<file path="config.mk">
export PLATFORM = sky130hd
export DESIGN_NAME = msrv32_pipe_ctrl_flat
export DESIGN_NICKNAME = d
export VERILOG_FILES = /design/src/rtl/msrv32_pipe_ctrl_pkg.sv /design/src/rtl/msrv32_pipe_ctrl_if.sv /design/src/rtl/msrv32_wait_timer.sv /design/src/rtl/msrv32_pipe_ctrl.sv /design/src/flat_wrapper.sv
export SDC_FILE = /design/constraint.sdc
export NUM_CORES = 1
export LEC_CHECK = 0
export CAP_MARGIN = 10
export CORE_ASPECT_RATIO = 1.25
export CORE_MARGIN = 2
export CORE_UTILIZATION = 40
export CTS_BUF_LIST = sky130_fd_sc_hd__clkbuf_8 sky130_fd_sc_hd__clkbuf_16
export CTS_CLUSTER_DIAMETER = 60
export CTS_CLUSTER_SIZE = 12
export DETAILED_ROUTE_END_ITERATION = 10
export GPL_TIMING_DRIVEN = 0
export PLACE_DENSITY = 0.72
export SYNTH_ARGS = -nofsm -noshare
export SYNTH_HDL_FRONTEND = slang
export SYNTH_HIERARCHICAL = 1
export SYNTH_SLANG_ARGS = --single-unit
</file>
<file path="constraint.sdc">
create_clock -name clk_in -period 2.9 [get_ports clk_in]
set_input_delay 0.435 -clock clk_in [delete_from_list [all_inputs] [get_ports clk_in]]
set_output_delay 0.435 -clock clk_in [all_outputs]
set_load 0.02 [all_outputs]
</file>
<file path="src/rtl/msrv32_pipe_ctrl_pkg.sv">
// Shared types for the msrv32 pipeline sequencer: state encodings and the
// packed enable/flush control bundle driven to the PC and pipeline registers.
package msrv32_pipe_ctrl_pkg;

    localparam int STATE_W = 3;

    typedef enum logic [STATE_W-1:0] {
        PC_BOOT     = 3'd0,
        PC_RUN      = 3'd1,
        PC_MEM_WAIT = 3'd2,
        PC_FLUSH    = 3'd3,
        PC_ERR      = 3'd4
    } pc_state_e;

    typedef struct packed {
        logic pc_en;
        logic rb1_en;
        logic rb2_en;
        logic rb1_flush;
        logic rb2_flush;
    } pipe_ctl_t;

    // Canned control patterns: freeze, normal advance, redirect (flush both
    // stages), trailing flush of IF/ID, and a single load-use bubble.
    localparam pipe_ctl_t CTL_HOLD     = 5'b00000;
    localparam pipe_ctl_t CTL_RUN      = 5'b11100;
    localparam pipe_ctl_t CTL_REDIRECT = 5'b11111;
    localparam pipe_ctl_t CTL_FLUSH    = 5'b11110;
    localparam pipe_ctl_t CTL_BUBBLE   = 5'b00101;

endpackage

</file>
<file path="src/rtl/msrv32_pipe_ctrl_if.sv">
// Status/control bundle between the pipeline sequencer (master) and the
// PC / reg_block_1 / reg_block_2 datapath (slave).
interface msrv32_pipe_ctrl_if #(
    parameter int STALL_CNT_W = 16
) ();
    import msrv32_pipe_ctrl_pkg::*;

    // Memory handshake: dmem_req_in stays high while the reg_block_2 access is
    // outstanding; dmem_ack_in completes it in the cycle it is high.
    logic                   branch_taken_in;
    logic                   trap_taken_in;
    logic                   load_hazard_in;
    logic                   dmem_req_in;
    logic                   dmem_ack_in;
    logic                   pc_en_out;
    logic                   rb1_en_out;
    logic                   rb2_en_out;
    logic                   rb1_flush_out;
    logic                   rb2_flush_out;
    logic                   bus_err_out;
    logic [STATE_W-1:0]     state_out;
    logic [STALL_CNT_W-1:0] stall_cnt_out;

    modport master (
        input  branch_taken_in, trap_taken_in, load_hazard_in,
               dmem_req_in, dmem_ack_in,
        output pc_en_out, rb1_en_out, rb2_en_out, rb1_flush_out, rb2_flush_out,
               bus_err_out, state_out, stall_cnt_out
    );

    modport slave (
        output branch_taken_in, trap_taken_in, load_hazard_in,
               dmem_req_in, dmem_ack_in,
        input  pc_en_out, rb1_en_out, rb2_en_out, rb1_flush_out, rb2_flush_out,
               bus_err_out, state_out, stall_cnt_out
    );

endinterface

</file>
<file path="src/rtl/msrv32_wait_timer.sv">
// Up-counter with synchronous clear and enable; tc flags count == TC.
// Clear and enable together restart the count at one.
module msrv32_wait_timer #(
    parameter int W  = 8,
    parameter int TC = 0
) (
    input  logic clk_in,
    input  logic reset_in,
    input  logic clr,
    input  logic en,
    output logic tc
);
    localparam logic [W-1:0] TC_V = W'(TC);

    logic [W-1:0] cnt;

    always_ff @(posedge clk_in or negedge reset_in) begin
        if (!reset_in) begin
            cnt <= '0;
        end else if (clr || en) begin
            cnt <= (clr ? '0 : cnt) + W'(en);
        end
    end

    assign tc = (cnt == TC_V);

endmodule

</file>
<file path="src/rtl/msrv32_pipe_ctrl.sv">
// Pipeline sequencer: per-cycle enable/flush controls for the PC and the two
// pipeline register blocks, covering boot, redirects, load-use and memory waits.
module msrv32_pipe_ctrl
    import msrv32_pipe_ctrl_pkg::*;
#(
    parameter int BOOT_CYCLES  = 4,
    parameter int FLUSH_CYCLES = 1,
    parameter int MEM_TIMEOUT  = 256,
    parameter int STALL_CNT_W  = 16
) (
    input  logic              clk_in,
    input  logic              reset_in,
    msrv32_pipe_ctrl_if.master pif
);
    localparam int        WAIT_W      = $clog2(MEM_TIMEOUT + 1) + 1;
    localparam int        FLUSH_TC    = (FLUSH_CYCLES > 0) ? FLUSH_CYCLES - 1 : 0;
    localparam bit        TIMEOUT_EN  = (MEM_TIMEOUT != 0);
    localparam pc_state_e AFTER_REDIR = (FLUSH_CYCLES > 0) ? PC_FLUSH : PC_RUN;

    pc_state_e              state;
    pc_state_e              state_nxt;
    pipe_ctl_t              ctl;
    logic                   bus_err;
    logic                   bus_err_nxt;
    logic [STALL_CNT_W-1:0] stall_cnt;
    logic                   redirect;
    logic                   mem_stall;
    logic                   boot_tc;
    logic                   flush_tc;
    logic                   wait_tc;
    logic                   stall_inc;

    assign redirect  = pif.branch_taken_in || pif.trap_taken_in;
    assign mem_stall = pif.dmem_req_in && !pif.dmem_ack_in;

    msrv32_wait_timer #(.W(8), .TC(BOOT_CYCLES - 1)) u_boot_timer (
        .clk_in   (clk_in),
        .reset_in (reset_in),
        .clr      (state != PC_BOOT),
        .en       (state == PC_BOOT),
        .tc       (boot_tc)
    );

    // A redirect inside FLUSH restarts the trailing-flush window from zero.
    msrv32_wait_timer #(.W(3), .TC(FLUSH_TC)) u_flush_timer (
        .clk_in   (clk_in),
        .reset_in (reset_in),
        .clr      ((state != PC_FLUSH) || redirect),
        .en       ((state == PC_FLUSH) && !redirect),
        .tc       (flush_tc)
    );

    // Loaded with one on the RUN cycle that enters MEM_WAIT.
    msrv32_wait_timer #(.W(WAIT_W), .TC(MEM_TIMEOUT)) u_wait_timer (
        .clk_in   (clk_in),
        .reset_in (reset_in),
        .clr      (state != PC_MEM_WAIT),
        .en       ((state == PC_MEM_WAIT) || (state == PC_RUN && !redirect && mem_stall)),
        .tc       (wait_tc)
    );

    always_comb begin
        ctl         = CTL_HOLD;
        state_nxt   = state;
        bus_err_nxt = bus_err;
        case (state)
            PC_BOOT: begin
                if (boot_tc) state_nxt = PC_RUN;
            end
            PC_RUN: begin
                if (redirect) begin
                    ctl       = CTL_REDIRECT;
                    state_nxt = AFTER_REDIR;
                end else if (mem_stall) begin
                    state_nxt = PC_MEM_WAIT;
                end else if (pif.dmem_req_in) begin
                    ctl = CTL_RUN;
                end else if (pif.load_hazard_in) begin
                    ctl = CTL_BUBBLE;
                end else begin
                    ctl = CTL_RUN;
                end
            end
            PC_FLUSH: begin
                if (redirect) begin
                    ctl = CTL_REDIRECT;
                end else begin
                    ctl = CTL_FLUSH;
                    if (flush_tc) state_nxt = PC_RUN;
                end
            end
            PC_MEM_WAIT: begin
                // Ack beats a coincident timeout.
                if (pif.dmem_ack_in) begin
                    ctl       = CTL_RUN;
                    state_nxt = PC_RUN;
                end else if (TIMEOUT_EN && wait_tc) begin
                    state_nxt   = PC_ERR;
                    bus_err_nxt = 1'b1;
                end
            end
            PC_ERR: begin
                if (pif.trap_taken_in) begin
                    ctl         = CTL_REDIRECT;
                    bus_err_nxt = 1'b0;
                    state_nxt   = AFTER_REDIR;
                end
            end
            default: begin
                state_nxt = PC_BOOT;
            end
        endcase
    end

    always_ff @(posedge clk_in or negedge reset_in) begin
        if (!reset_in) begin
            state   <= PC_BOOT;
            bus_err <= 1'b0;
        end else begin
            state   <= state_nxt;
            bus_err <= bus_err_nxt;
        end
    end

    assign stall_inc = ((state == PC_RUN) || (state == PC_MEM_WAIT) || (state == PC_ERR))
                       && !ctl.pc_en;

    always_ff @(posedge clk_in or negedge reset_in) begin
        if (!reset_in) begin
            stall_cnt <= '0;
        end else if (stall_inc && (stall_cnt != '1)) begin
            stall_cnt <= stall_cnt + STALL_CNT_W'(1);
        end
    end

    assign pif.pc_en_out     = ctl.pc_en;
    assign pif.rb1_en_out    = ctl.rb1_en;
    assign pif.rb2_en_out    = ctl.rb2_en;
    assign pif.rb1_flush_out = ctl.rb1_flush;
    assign pif.rb2_flush_out = ctl.rb2_flush;
    assign pif.bus_err_out   = bus_err;
    assign pif.state_out     = state;
    assign pif.stall_cnt_out = stall_cnt;

endmodule
</file>
<file path="src/flat_wrapper.sv">
// flat-port wrapper written by rule: the top's interface ports become plain ports
module msrv32_pipe_ctrl_flat import msrv32_pipe_ctrl_pkg::*;
#(
    parameter int BOOT_CYCLES  = 4,
    parameter int FLUSH_CYCLES = 1,
    parameter int MEM_TIMEOUT  = 256,
    parameter int STALL_CNT_W  = 16
)
  (clk_in, reset_in, pif_branch_taken_in, pif_trap_taken_in, pif_load_hazard_in, pif_dmem_req_in, pif_dmem_ack_in, pif_pc_en_out, pif_rb1_en_out, pif_rb2_en_out, pif_rb1_flush_out, pif_rb2_flush_out, pif_bus_err_out, pif_state_out, pif_stall_cnt_out);
  msrv32_pipe_ctrl_if #(.STALL_CNT_W(STALL_CNT_W)) pif_i ();
  input  logic clk_in;
  input  logic reset_in;
  input wire logic [$bits(pif_i.branch_taken_in)-1:0] pif_branch_taken_in;
  input wire logic [$bits(pif_i.trap_taken_in)-1:0] pif_trap_taken_in;
  input wire logic [$bits(pif_i.load_hazard_in)-1:0] pif_load_hazard_in;
  input wire logic [$bits(pif_i.dmem_req_in)-1:0] pif_dmem_req_in;
  input wire logic [$bits(pif_i.dmem_ack_in)-1:0] pif_dmem_ack_in;
  output wire logic [$bits(pif_i.pc_en_out)-1:0] pif_pc_en_out;
  output wire logic [$bits(pif_i.rb1_en_out)-1:0] pif_rb1_en_out;
  output wire logic [$bits(pif_i.rb2_en_out)-1:0] pif_rb2_en_out;
  output wire logic [$bits(pif_i.rb1_flush_out)-1:0] pif_rb1_flush_out;
  output wire logic [$bits(pif_i.rb2_flush_out)-1:0] pif_rb2_flush_out;
  output wire logic [$bits(pif_i.bus_err_out)-1:0] pif_bus_err_out;
  output wire logic [$bits(pif_i.state_out)-1:0] pif_state_out;
  output wire logic [$bits(pif_i.stall_cnt_out)-1:0] pif_stall_cnt_out;
  assign pif_i.branch_taken_in = pif_branch_taken_in;
  assign pif_i.trap_taken_in = pif_trap_taken_in;
  assign pif_i.load_hazard_in = pif_load_hazard_in;
  assign pif_i.dmem_req_in = pif_dmem_req_in;
  assign pif_i.dmem_ack_in = pif_dmem_ack_in;
  assign pif_pc_en_out = pif_i.pc_en_out;
  assign pif_rb1_en_out = pif_i.rb1_en_out;
  assign pif_rb2_en_out = pif_i.rb2_en_out;
  assign pif_rb1_flush_out = pif_i.rb1_flush_out;
  assign pif_rb2_flush_out = pif_i.rb2_flush_out;
  assign pif_bus_err_out = pif_i.bus_err_out;
  assign pif_state_out = pif_i.state_out;
  assign pif_stall_cnt_out = pif_i.stall_cnt_out;
  msrv32_pipe_ctrl #(.BOOT_CYCLES(BOOT_CYCLES), .FLUSH_CYCLES(FLUSH_CYCLES), .MEM_TIMEOUT(MEM_TIMEOUT), .STALL_CNT_W(STALL_CNT_W)) u_core (.clk_in(clk_in), .reset_in(reset_in), .pif(pif_i));
endmodule
</file>
==> flow_metrics.tcl, run 1 <==
set metrics [dict create \
    numPortBuffers 31 \
    coreArea_sq_um 5860 \
    netlist_area_sq_um 2450 \
    insertion_delay_ns 0.30 \
    num_vias 1988 \
    cts_root_buffer "clkbuf_8" \
    vdd_drop_max_v 0.000297 \
    layout.area.seq_sq_um 1030 \
    synth_edf_count 0 \
    critical_path_class "in2out" \
    grt-ovfl-total 0 \
    rsz0062_at_grt "no" \
    initial_core_util_pct 41.9 \
    dp_slack_ns -0.505 \
    area_growth_pct 23.2 \
    p_seq_share_pct 34.9 \
    drv_slew 0 \
    die_y_um 91.6 \
    detail-route-antenna-nets 0 \
    die_width_um 74.1 \
    cap_violations 0 \
    syn_inst 253 \
    die-area_sq_um 6780 \
    cts_tree "yes" \
    synth_top_area_share_pct 41.8 \
    worstPathRequired_ns 2.47 \
    p_int_mw 1.30 \
    drive_above_1_share_pct 13.6 \
    synth_common_cells "41 x dfrtp_1, 20 x nand2_1, 16 x nor2_1, 14 x o21ai_0" \
    power_mw 2.04 \
    drc 0 \
    worst_hold_slack_ns 0.519 \
    fmax_mhz 356 \
    hold_path_class "reg2reg" \
    diodes 0 \
    crit_arrival_ns 2.37 \
    postCtsSetupBuffers 0 \
    nNetsFinal 308 \
    period_share_pct 96.8 \
    yosys_warnings 6 \
    leakagePower_nw 1.28 \
    row_count 31 \
    grt_max_degree 34 \
    grt_pass1_vias 2066 \
    power_switching_mw 0.737 \
    finalClockSkew_ns 0.00665 \
    clk_path_buf_depth 2 \
    yosys_most_used_dff "dfrtp_1" \
    start_kind "input port" \
    min_period_ns 2.81 \
    powerDensity_nw_per_um2 674 \
    final-setup-viol-count 0 \
    synth_top_cell_by_area "dfrtp_1" \
    crit_fanout 5 \
    vias_per_cell 5.29 \
    totalWireLength_um 4970 \
    outcome "complete, no violations" \
    n_fill_cell 537 \
    tightestPinTransition_ns 0.693 \
    antenna_found_initial 0 \
    wl_per_cell_um 13.2 \
    multi_input_area_sq_um 1350 \
    syn-num-nets 268 \
    htree_num_levels 2 \
    p_comb_share_pct 42.3 \
    synthTopCellsByArea "dfrtp_1 42%, ha_1 4.1%, xnor2_1 3.6%" \
    p_sw_share_pct 36.2 \
    synth-seq-area-share_pct 41.8 \
    fin_cells 376 \
    drtIter0Drc 72 \
    cp-end-kind "output pin" \
    synth_area_per_cell_sq_um 9.70 \
    grt_pass1_wl_um 8640 \
    cts.clk_slew.worst_paths_ns 0.08 \
    pwr-share-clk_pct 22.8 \
    cts_buffers 5 \
    io_pins 32 \
    place_congestion 0.916 \
    dpl.hpwl_um 3750 \
    track_usage_pct 15.9 \
    place_inst 367 \
    ys_types 50 \
    final.setup.worst_slack_ns 0.0921 \
    cts.sinks 41 \
    synth.most_common_cell "dfrtp_1" \
    dr.pass1.iters 4 \
    ys_ff_latch 41 \
    synthArstFlopShare_pct 100 \
    slew_headroom_pct 53.5 \
    hold_viol_final 0 \
]
[area by class of cell]
class	count	share of cell area, %
multi-input combinational	196	44.6
sequential	41	33.9
timing repair buffer	33	11.1
tap	82	3.39
buffer	10	2.44
clock buffer	5	2.28
clock inverter	3	1.53
inverter	6	0.745
[path summary, 6_finish.rpt]
kind	startpoint	endpoint	slack, ns	cells past startpoint
max in group asynchronous	reset_in	u_core/u_boot_timer/cnt[4]	1.92	3
min in group asynchronous	reset_in	u_core/u_flush_timer/cnt[2]	0.53	2
worst max-delay path	pif_dmem_req_in	pif_rb1_en_out	0.09	7
worst min-delay path	u_core/pif.stall_cnt_out[5]	u_core/pif.stall_cnt_out[5]	0.52	1
worst max register to register	u_core/pif.state_out[1]	u_core/u_wait_timer/cnt[8]	0.28	10
worst min register to register	u_core/pif.stall_cnt_out[5]	u_core/pif.stall_cnt_out[5]	0.52	1
[flip-flops by register name, summed over array words and instances (netlist names)]
name / count
u_core/pif.bus_err_out: 1
u_core/pif.stall_cnt_out: 16
u_core/pif.state_out: 3
u_core/u_boot_timer/cnt: 8
u_core/u_flush_timer/cnt: 3
u_core/u_wait_timer/cnt: 10
[cells by family after synthesis]
kind of cell,count (synthesis),synth area share [%]
buffers and inverters,16,3.93
adders and majority gates,8,4.08
xor gates and xnor gates,18,6.43
muxes,11,5.00
and+or+nand+nor,118,28.4
AOI/OAI and AO/OA,41,10.4
DFF,41,41.8
[cell usage in the layout (no fill, tap or decap), types with 2 or more instances in the layout]
cell	Yosys	final
dfrtp_1	41	41
clkbuf_1	2	2
buf_2	2	3
mux2_1	3	3
nor2_1	16	16
inv_1	6	6
nand4_2	2	2
or3_1	6	6
clkdlybuf4s50_1	0	29
o21bai_1	2	2
o21ai_0	14	14
nand4_1	12	12
mux2_2	7	7
nand2_1	20	20
a21oi_1	12	11
nand3_1	9	9
or2_2	3	3
clkbuf_8	0	5
xnor2_1	10	10
buf_6	4	4
nor4_2	3	3
and3_1	2	2
and2b_2	3	3
nor2b_1	8	7
o31ai_1	3	3
xor2_1	8	8
or4_1	4	4
nor4_1	5	5
or2_1	2	2
nand2b_1	7	7
nor3_1	6	6
ha_1	8	8
nand3b_1	3	3
[worst max-delay path: stages]
cell and delay [ns]:
clkdlybuf4s50_1 0.47, or2_2 0.33, nand2_1 0.07, nor2_1 0.05
o31ai_1 0.26, buf_4 0.16, clkdlybuf4s50_1 0.59
[power by group through the flow]
stage	registers [mW]	logic [mW]	clock network (mW)
after floorplan	0.776	0.495	0
after detailed placement	0.721	0.859	0
after global placement	0.720	0.847	0
after CTS	0.710	0.864	0.480
after global routing	0.721	0.939	0.505
final	0.710	0.862	0.465
[layer usage]
metal | track usage [%] | part of all wire, %
met1 | 17.3 | 43
met2 | 28.9 | 53
met3 | 3.11 | 2.7
met4 | 6.36 | 1.6
met5 | 0 | 0
[through the flow]
| stage | utilization (%) | TNS [ns] | instance area, sq um |
|---|---|---|---|
| floorplan | - | 0 | 2450 |
| global placement | 48.9 | -1.83 | 2870 |
| detailed placement | 49.2 | -2.09 | 2880 |
| CTS | 51.4 | 0 | 3010 |
| global route | 51.6 | 0 | 3020 |
| finish | 51.6 | 0 | 3020 |
[timing repair]
action | 4_1_cts | 5_1_grt
hold endpoints to repair | 8 | 0
hold buffers | 1 | 0
endpoints found under the setup margin | 4 | 2
resized for setup | 2 | 3
gates cloned | 0 | 0
Note: power is estimated with default switching activity, not from simulation.
==> run 2: changes to the inputs <==
Settings changed: CORE_MARGIN 2 to unset, SLEW_MARGIN set to 25.
==> run 2 against run 1 <==
Effect of this change: register-to-register slack better by 0.05 ns; worst hold slack worse by 0.46 ns; design area is 0.70% higher; critical endpoint unchanged; largest cell class unchanged.
==> flow_metrics.tcl, run 2 (synthesized netlist as in run 1, its figures left out) <==
set metrics [dict create \
    hold_path_class "in2async" \
    dr.pass1.iters 4 \
    wl_met2_um 2610 \
    leakagePower_nw 1.29 \
    power_mw 2.12 \
    cts_root_buffer "clkbuf_8" \
    final-setup-viol-count 0 \
    cp_common_cell "clkdlybuf4s50_1" \
    powerDensity_nw_per_um2 697 \
    drc 0 \
    num_vias 2051 \
    outcome "complete, no violations" \
    fin_cells 375 \
    cts.sinks 41 \
    crit_fanout 5 \
    grt_pass1_wl_um 8590 \
    period_share_pct 95.2 \
    slew_headroom_pct 55.6 \
    vdd_drop_max_v 0.000295 \
    placed_area_sq_um 2880 \
    numPortBuffers 31 \
    drtIter0Drc 85 \
    cp-end-kind "output pin" \
    wl_per_cell_um 13.2 \
    cts_tree "yes" \
    critPathMaxStageDelay_ns 0.53 \
    place_congestion 0.856 \
    drv_slew 0 \
    totalWireLength_um 4960 \
    start_kind "input port" \
    htree_num_levels 2 \
    insertion_delay_ns 0.28 \
    detail-route-antenna-nets 0 \
    antenna_found_initial 0 \
    track_usage_pct 16.9 \
    final_common_cell "dfrtp_1" \
    critical_path_class "in2out" \
    drive_above_1_share_pct 14.3 \
    area_growth_pct 24.1 \
    finalClockSkew_ns 0.00279 \
    largest_register_ffs 16 \
    wl_met3_um 113 \
    tightestPinTransition_ns 0.663 \
    row_count 31 \
    rsz0062_at_grt "no" \
    die_width_um 72.1 \
    hold_viol_final 0 \
    cap_violations 0 \
    critPathBufInv 3 \
    die_y_um 89.6 \
    crit_arrival_ns 2.33 \
    worstPathRequired_ns 2.47 \
    top_layer "met4" \
    die-area_sq_um 6450 \
    dpl.hpwl_um 3760 \
    grt-ovfl-total 0 \
    grt_pass1_vias 2025 \
    place_inst 367 \
    cts_buffers 5 \
    nNetsFinal 307 \
    fin_area_sq_um 3040 \
    cts.clk_slew.worst_paths_ns 0.08 \
    layout_common_cells "41 x dfrtp_1, 29 x clkdlybuf4s50_1, 20 x nand2_1" \
    n_fill_cell 535 \
    initial_core_util_pct 41.9 \
    crit_family "buffers and inverters" \
    diodes 0 \
    min_period_ns 2.76 \
    cpMaxStageDelayCell "clkdlybuf4s50_1" \
    fmax_mhz 362 \
    postCtsSetupBuffers 0 \
    grt_max_degree 27 \
    worstPathCellList "clkdlybuf4s50_1, or2_1, a22oi_1, o31ai_2, buf_4, clkdlybuf4s50_1" \
    coreArea_sq_um 5860 \
    wl_met1_um 2150 \
    io_pins 32 \
    vias_per_cell 5.47 \
    clk_path_buf_depth 2 \
]
run 2: worst reg2reg max path, cell delays in order, from the launching register on:
cell and delay (ns):
dfrtp_1 0.39, buf_6 0.14, clkbuf_1 0.19, nand2b_1 0.24, buf_1 0.24, nor2b_1 0.16
ha_1 0.21, ha_2 0.22, nand3_1 0.14, or4_1 0.42, a21oi_1 0.15
run 2: power breakdown:
group / switching (mW) / internal [mW]
Clock: 0.193 / 0.342
Sequential: 0.0695 / 0.640
Combinational: 0.468 / 0.409
Total: 0.730 / 1.39
run 2: cell type report:
type                            instances  area (sq um)  share of cell area [%]
Clock buffer                            5          68.8                    2.26
Inverter                                6          22.5                   0.740
Sequential cell                        41          1030                    33.7
Timing Repair Buffer                   32           324                    10.6
Multi-Input combinational cell        196          1360                    44.7
Tap cell                               82           103                    3.37
Clock inverter                          3          65.1                    2.14
Buffer                                 10          73.8                    2.42
run 2: layer usage:
metal | global-route usage (%) | vias to the layer above
li1 | - | 1007
met2 | 32.6 | 43
met5 | 0 | -
met3 | 3.16 | 9
met1 | 18.4 | 992
met4 | 5.70 | 0
run 2: path summary, 6_finish.rpt:
path                                             startpoint  cells past startpoint  slack [ns]                            to
worst max-delay path                        pif_dmem_ack_in                      6        0.14                pif_rb1_en_out
worst min-delay path                               reset_in                      1        0.06  u_core/pif.stall_cnt_out[11]
worst max register to register      u_core/pif.state_out[0]                     10        0.33    u_core/u_wait_timer/cnt[8]
worst min register to register  u_core/pif.stall_cnt_out[5]                      1        0.51   u_core/pif.stall_cnt_out[5]
max in group asynchronous                          reset_in                      2        2.37    u_core/u_boot_timer/cnt[6]
min in group clk_in             u_core/pif.stall_cnt_out[5]                      1        0.51   u_core/pif.stall_cnt_out[5]
run 2: stage by stage:
step	setup TNS, ns	util [%]	worst slack, ns	hold slack [ns]
2_1_floorplan	0	-	0.396	0.139
3_3_place_gp	-1.89	48.9	-0.473	0.496
3_5_place_dp	-2.08	49.2	-0.523	0.380
4_1_cts	0	51.5	0.0785	0.0660
5_1_grt	0	52.0	0.0103	0.0708
6_report	0	52.0	0.139	0.0628
run 2: what timing repair did:
| action | in CTS | in global routing |
|---|---|---|
| hold buffers | 0 | 0 |
| setup endpoints to repair | 3 | 4 |
| hold endpoints to repair | 0 | 0 |
| gates resized for setup | 2 | 6 |
